$ cat src/rtl/usb_tx_line_encoder.sv
// USB full-speed TX line stage: paces bits, pulls them from the shifter, bit-stuffs, NRZI-encodes
// onto D+/D- and appends SE0/SE0/J as the EOP. Line outputs update once per bit period.
module usb_tx_line_encoder #(
  parameter int CLKS_PER_BIT = 8,
  parameter int STUFF_LIMIT  = 6,
  parameter int EOP_SE0_BITS = 2
) (
  input  logic clk,
  input  logic n_rst,
  input  logic tx_start,
  input  logic serial_in,
  input  logic send_eop,
  output logic shift_enable,
  output logic dplus_out,
  output logic dminus_out,
  output logic tx_busy,
  output logic eop_done
);

  localparam int CNT_W  = (CLKS_PER_BIT > 1) ? $clog2(CLKS_PER_BIT) : 1;
  localparam int ONES_W = $clog2(STUFF_LIMIT + 1);
  localparam int EOP_W  = $clog2(EOP_SE0_BITS + 1);

  typedef enum logic [2:0] {
    IDLE    = 3'd0,
    DATA    = 3'd1,
    STUFF   = 3'd2,
    EOP_SE0 = 3'd3,
    EOP_J   = 3'd4
  } state_t;

  state_t             state_q;
  logic [CNT_W-1:0]   cnt_q;
  logic [ONES_W-1:0]  ones_q;
  logic [ONES_W-1:0]  ones_d;
  logic [EOP_W-1:0]   eop_cnt_q;
  logic               dp_q;
  logic               dm_q;
  logic               busy_q;
  logic               tick;

  assign tick   = (state_q != IDLE) && (cnt_q == CNT_W'(CLKS_PER_BIT - 1));
  assign ones_d = ones_q + 1'b1;

  // Decoded so the shifter advances on the same edge that registers the encoded bit.
  assign shift_enable = (state_q == DATA) && tick && !send_eop;
  assign eop_done     = (state_q == EOP_J) && tick;

  assign dplus_out  = dp_q;
  assign dminus_out = dm_q;
  assign tx_busy    = busy_q;

  always_ff @(posedge clk or negedge n_rst) begin
    if (!n_rst) begin
      state_q   <= IDLE;
      cnt_q     <= '0;
      ones_q    <= '0;
      eop_cnt_q <= '0;
      dp_q      <= 1'b1;
      dm_q      <= 1'b0;
      busy_q    <= 1'b0;
    end else begin
      if (state_q == IDLE || tick) cnt_q <= '0;
      else                         cnt_q <= cnt_q + 1'b1;

      unique case (state_q)
        IDLE: begin
          dp_q      <= 1'b1;
          dm_q      <= 1'b0;
          ones_q    <= '0;
          eop_cnt_q <= '0;
          if (tx_start) begin
            state_q <= DATA;
            busy_q  <= 1'b1;
          end
        end
        DATA: begin
          if (tick) begin
            if (send_eop) begin
              dp_q      <= 1'b0;
              dm_q      <= 1'b0;
              eop_cnt_q <= '0;
              state_q   <= EOP_SE0;
            end else if (!serial_in) begin
              // Line is always J or K here, so a swap is the NRZI toggle.
              dp_q   <= dm_q;
              dm_q   <= dp_q;
              ones_q <= '0;
            end else begin
              ones_q <= ones_d;
              if (ones_d == ONES_W'(STUFF_LIMIT)) state_q <= STUFF;
            end
          end
        end
        STUFF: begin
          if (tick) begin
            dp_q    <= dm_q;
            dm_q    <= dp_q;
            ones_q  <= '0;
            state_q <= DATA;
          end
        end
        EOP_SE0: begin
          if (tick) begin
            if (eop_cnt_q == EOP_W'(EOP_SE0_BITS - 1)) begin
              dp_q      <= 1'b1;
              dm_q      <= 1'b0;
              eop_cnt_q <= '0;
              state_q   <= EOP_J;
            end else begin
              eop_cnt_q <= eop_cnt_q + 1'b1;
            end
          end
        end
        EOP_J: begin
          if (tick) begin
            dp_q    <= 1'b1;
            dm_q    <= 1'b0;
            ones_q  <= '0;
            busy_q  <= 1'b0;
            state_q <= IDLE;
          end
        end
        default: state_q <= IDLE;
      endcase
    end
  end

endmodule

$ cat config.mk
export PLATFORM = sky130hd
export DESIGN_NAME = usb_tx_line_encoder
export DESIGN_NICKNAME = d
export VERILOG_FILES = /design/src/rtl/usb_tx_line_encoder.sv
export SDC_FILE = /design/constraint.sdc
export NUM_CORES = 1
export LEC_CHECK = 0
export BUFFER_PORTS_ARGS = -buffer_cell sky130_fd_sc_hd__buf_4
export CAP_MARGIN = 20
export CORE_UTILIZATION = 55
export CTS_CLUSTER_SIZE = 10
export DETAILED_ROUTE_END_ITERATION = 16
export PLACE_DENSITY = 0.79
export SLEW_MARGIN = 0
export SYNTH_ARGS = -nofsm -noshare
export SYNTH_HDL_FRONTEND = slang
export SYNTH_SLANG_ARGS = --single-unit
$ cat constraint.sdc
create_clock -name clk -period 1.9 [get_ports clk]
set_clock_uncertainty 0.05 [all_clocks]
set_input_delay 0.095 -clock clk [delete_from_list [all_inputs] [get_ports clk]]
set_output_delay 0.095 -clock clk [all_outputs]
set_load 0.1 [all_outputs]
==> summary.txt <==
Critical path
  • CP Launch Type: flop
  • Setup CP Type: flop to flop
  • Slowest stage delay, CP: just under 0.4 ns
  • Buf/Inv on CP: 0
  • CP Capture Type: flop
  • Crit path cell chain: ha_1, ha_4, a311o_1, nand3_1, mux2_2
  • Worst-path fanout max: 7
  • WP data required: 2.02 ns
  • Cell family with most CP delay: adder cells
  • Slowest cell on crit path: dfrtp_1
  • WP data arrival: about 2.0 ns

Placement
  • Gp weighted congestion: a little under 0.9
  • DP Wirelength: about 1.4 mm
  • PortBufs: 9

Power and ir drop
  • Worst IR Drop VDD: ~0.9 mV
  • Seq pwr share: about 29%
  • Leak Pwr: between 0.5 and 0.6 nW
  • Internal power: a little under 0.001 W
  • Switching part of the total: roughly 45%
  • Pwr dens: 1650 nW/um^2
  • Combinational group share of total power: roughly three fifths
  • Clock share of power: a little under an eighth
  • Switch Pwr: about 0.00082 W

STA
  • Worst-Margin Slew: ~0.36 ns
  • Endpoints failing hold: 0
  • Setup TNS: 0 ns
  • Max-slew headroom: around three quarters
  • Final min period: ~1.9 ns
  • Fmax: 536 MHz
  • RSZ-0062 raised after global routing: true
  • Tcrit/Tclk final: between 90% and 100%
  • # setup viols final: 0
  • Pins Over Slew Limit: 0
  • Hold_ws: ~0.044 ns

Clock tree
  • Root buffer cell: clkbuf_4
  • Clock Latency Late Sink: 0.29 ns
  • CTS Buffer Depth: 2
  • Postcts setup bufs: 0
  • Num CTS Buffers: 3
  • CTS H-tree depth: 1
  • Reg clk slew, reported paths: 0.09 ns
  • CTS tree: done
  • Clock sink count: 14

Final layout
  • Inserted Diodes: 0
  • Final nets: between 100 and 150
  • Layout area overhead: 25.6%
  • Layout cells sized above 1: a little under a third

Global route
  • GRT Util Overall: about 24%
  • Most Crowded Layer GR: met2
  • Met2 Resource Use GR: 39.1%
  • Initial antenna violation count: 0
  • Met1 usage: 29.8%
  • Met3 global-route usage: roughly 4.8%
  • Largest net degree at the start of global routing: 15
  • First-pass GRT wire length: 3.15 mm
  • Vias in the first global route: about 700
  • Grt ovf: 0

Logic synthesis
  • Cell Area, Synth: 871 sq um
  • FFs w/ async S/R, synth: between 90% and 100%
  • Syn_nets: between 100 and 150
  • Share of the synthesized area in the top cell type: between 30% and 40%
  • Synth area leaders: dfrtp_1 (37%), ha_1 (5.7%), a21oi_1 (4.6%)
  • Synthesized instance count: 96
  • Number of synthesized flops with an enable pin: 0
  • Synth area leader: dfrtp_1
  • Count leader, synth: dfrtp_1
  • Distinct cell type count after synthesis: 36
  • Yosys warns: 0
  • Most used DFF post-synth: dfrtp_1
  • Register area share after synthesis: 40.4%
  • Register bit total from synthesis: 14
  • Commonest cells post-synth: dfrtp_1 (13), nor2_1 (9), a21oi_1 (8), o21ai_1 (8), inv_1 (7)
  • Synth Area per Inst: 9.07 sq um

Die
  • Core area: approximately 1400 sq um
  • Starting Density: 63.0%
  • Die area: about 1700 sq um
  • Placement Rows: 13
  • DIE WIDTH: around 42 um
  • Die H: 41.8 um
  • Ports: 10

Detailed routing
  • Pre-antenna DRT Iters: 4
  • Post-DRT Antenna Nets: 0
  • Initial drt markers: 25
  • DR vias/cell: 5.90
  • WL per Instance: roughly 16 um
  • DRC errors left: 0
  • Via count: between 700 and 800
  • Final wirelength: 2.06 mm

Run
  • Max Cap Violations: 0

Min path
  • Min-delay worst type: primary input to flop

Run status
  • Status: finished, final reports clean
==> worst paths after layout <==
| kind | start | to | slack [ns] | cells past startpoint |
|---|---|---|---|---|
| min in group asynchronous | n_rst | ones_q[2]$_DFFE_PN0P_ | 0.13 | 2 |
| max in group asynchronous | n_rst | dplus_out$_DFFE_PN1P_ | 1.42 | 2 |
| hold reg to reg | cnt_q[0]$_DFF_PN0_ | cnt_q[0]$_DFF_PN0_ | 0.41 | 1 |
| hold / removal | tx_start | tx_busy$_DFFE_PN0P_ | 0.04 | 3 |
| setup / recovery | cnt_q[0]$_DFF_PN0_ | dminus_out$_DFFE_PN0P_ | 0.04 | 5 |
| setup reg to reg | cnt_q[0]$_DFF_PN0_ | dminus_out$_DFFE_PN0P_ | 0.04 | 5 |
==> routing by layer <==
| layer | wire (um) | vias up |
|---|---|---|
| met5 | 0 | - |
| met4 | 47 | 0 |
| met3 | 129 | 7 |
| met2 | 945 | 43 |
| met1 | 941 | 349 |
| li1 | - | 374 |
==> layout make-up <==
type                       count  area (sq um)
multi-input combinational     70           487
sequential                    14           353
fill                          92           289
timing repair buffer          21           173
clock buffer                   4          36.3
inverter                       7          26.3
tap                           15          18.8
==> cell families (layout without fill, tap and decap cells) <==
| family | after synthesis | after routing | share of synthesized area [%] |
|---|---|---|---|
| xor gates and xnor gates | 2 | 2 | 2.01 |
| DFF | 14 | 14 | 40.4 |
| buffers and inverters | 12 | 32 | 6.61 |
| and+or+nand+nor | 34 | 34 | 20.4 |
| AOI/OAI and AO/OA | 25 | 25 | 17.5 |
| muxes | 5 | 5 | 7.33 |
| adders and majority gates | 4 | 4 | 5.75 |
==> worst reg2reg max path: cells and delay by family, from the launching register on <==
family / cells / cell delay, ns
muxes: 1 / 0.35
adders and majority gates: 2 / 0.42
DFF: 1 / 0.39
AOI/OAI and AO/OA: 1 / 0.38
and+or+nand+nor: 1 / 0.15
==> cells in the final DEF, fill, tap and decap left out, types with 3 or more instances in the layout <==
| cell | count |
|---|---|
| nand2b_1 | 3 |
| inv_1 | 7 |
| dfrtp_1 | 12 |
| ha_1 | 3 |
| clkbuf_4 | 3 |
| nor2_1 | 8 |
| o21ai_1 | 8 |
| nand2_1 | 6 |
| buf_4 | 19 |
| and2_1 | 3 |
| a21oi_1 | 8 |
==> per-stage QoR <==
| stage | area, sq um | power [W] | utilization [%] | std cells | setup WS, ns |
|---|---|---|---|---|---|
| 6_report | 1090 | 0.00180 | 79.1 | 131 | 0.0360 |
| 5_1_grt | 1090 | 0.00190 | 79.1 | 131 | -0.0142 |
| 4_1_cts | 1070 | 0.00177 | 77.4 | 131 | 0.0114 |
| 3_5_place_dp | 1020 | 0.00153 | 73.5 | 126 | 0.00479 |
| 3_3_place_gp | 1020 | 0.00150 | 73.5 | 126 | 0.0700 |
| 2_1_floorplan | 878 | 0.00127 | - | 96 | 0.0180 |
==> registers in the layout, indices dropped and copies added, names as in the netlist <==
name        cells
tx_busy         1
state_q         3
eop_cnt_q       2
dplus_out       1
ones_q          3
cnt_q           3
dminus_out      1
==> power by group through the flow <==
stage                     registers, W  logic [W]  clock network [W]
final                         0.000522    0.00106           0.000217
after global routing          0.000530    0.00114           0.000235
after CTS                     0.000511    0.00103           0.000223
after detailed placement      0.000514    0.00102                  0
after global placement        0.000508   0.000988                  0
after floorplan               0.000568   0.000705                  0
==> what timing repair did <==
| item | 4_1_cts | 5_1_grt |
|---|---|---|
| gates resized for setup | 3 | 4 |
| endpoints found under the hold margin | 14 | 0 |
| setup endpoints to repair | 3 | 3 |
| gates cloned | 0 | 0 |
| hold buffers | 1 | 0 |
No activity file was read; power rests on OpenSTA's default activity.
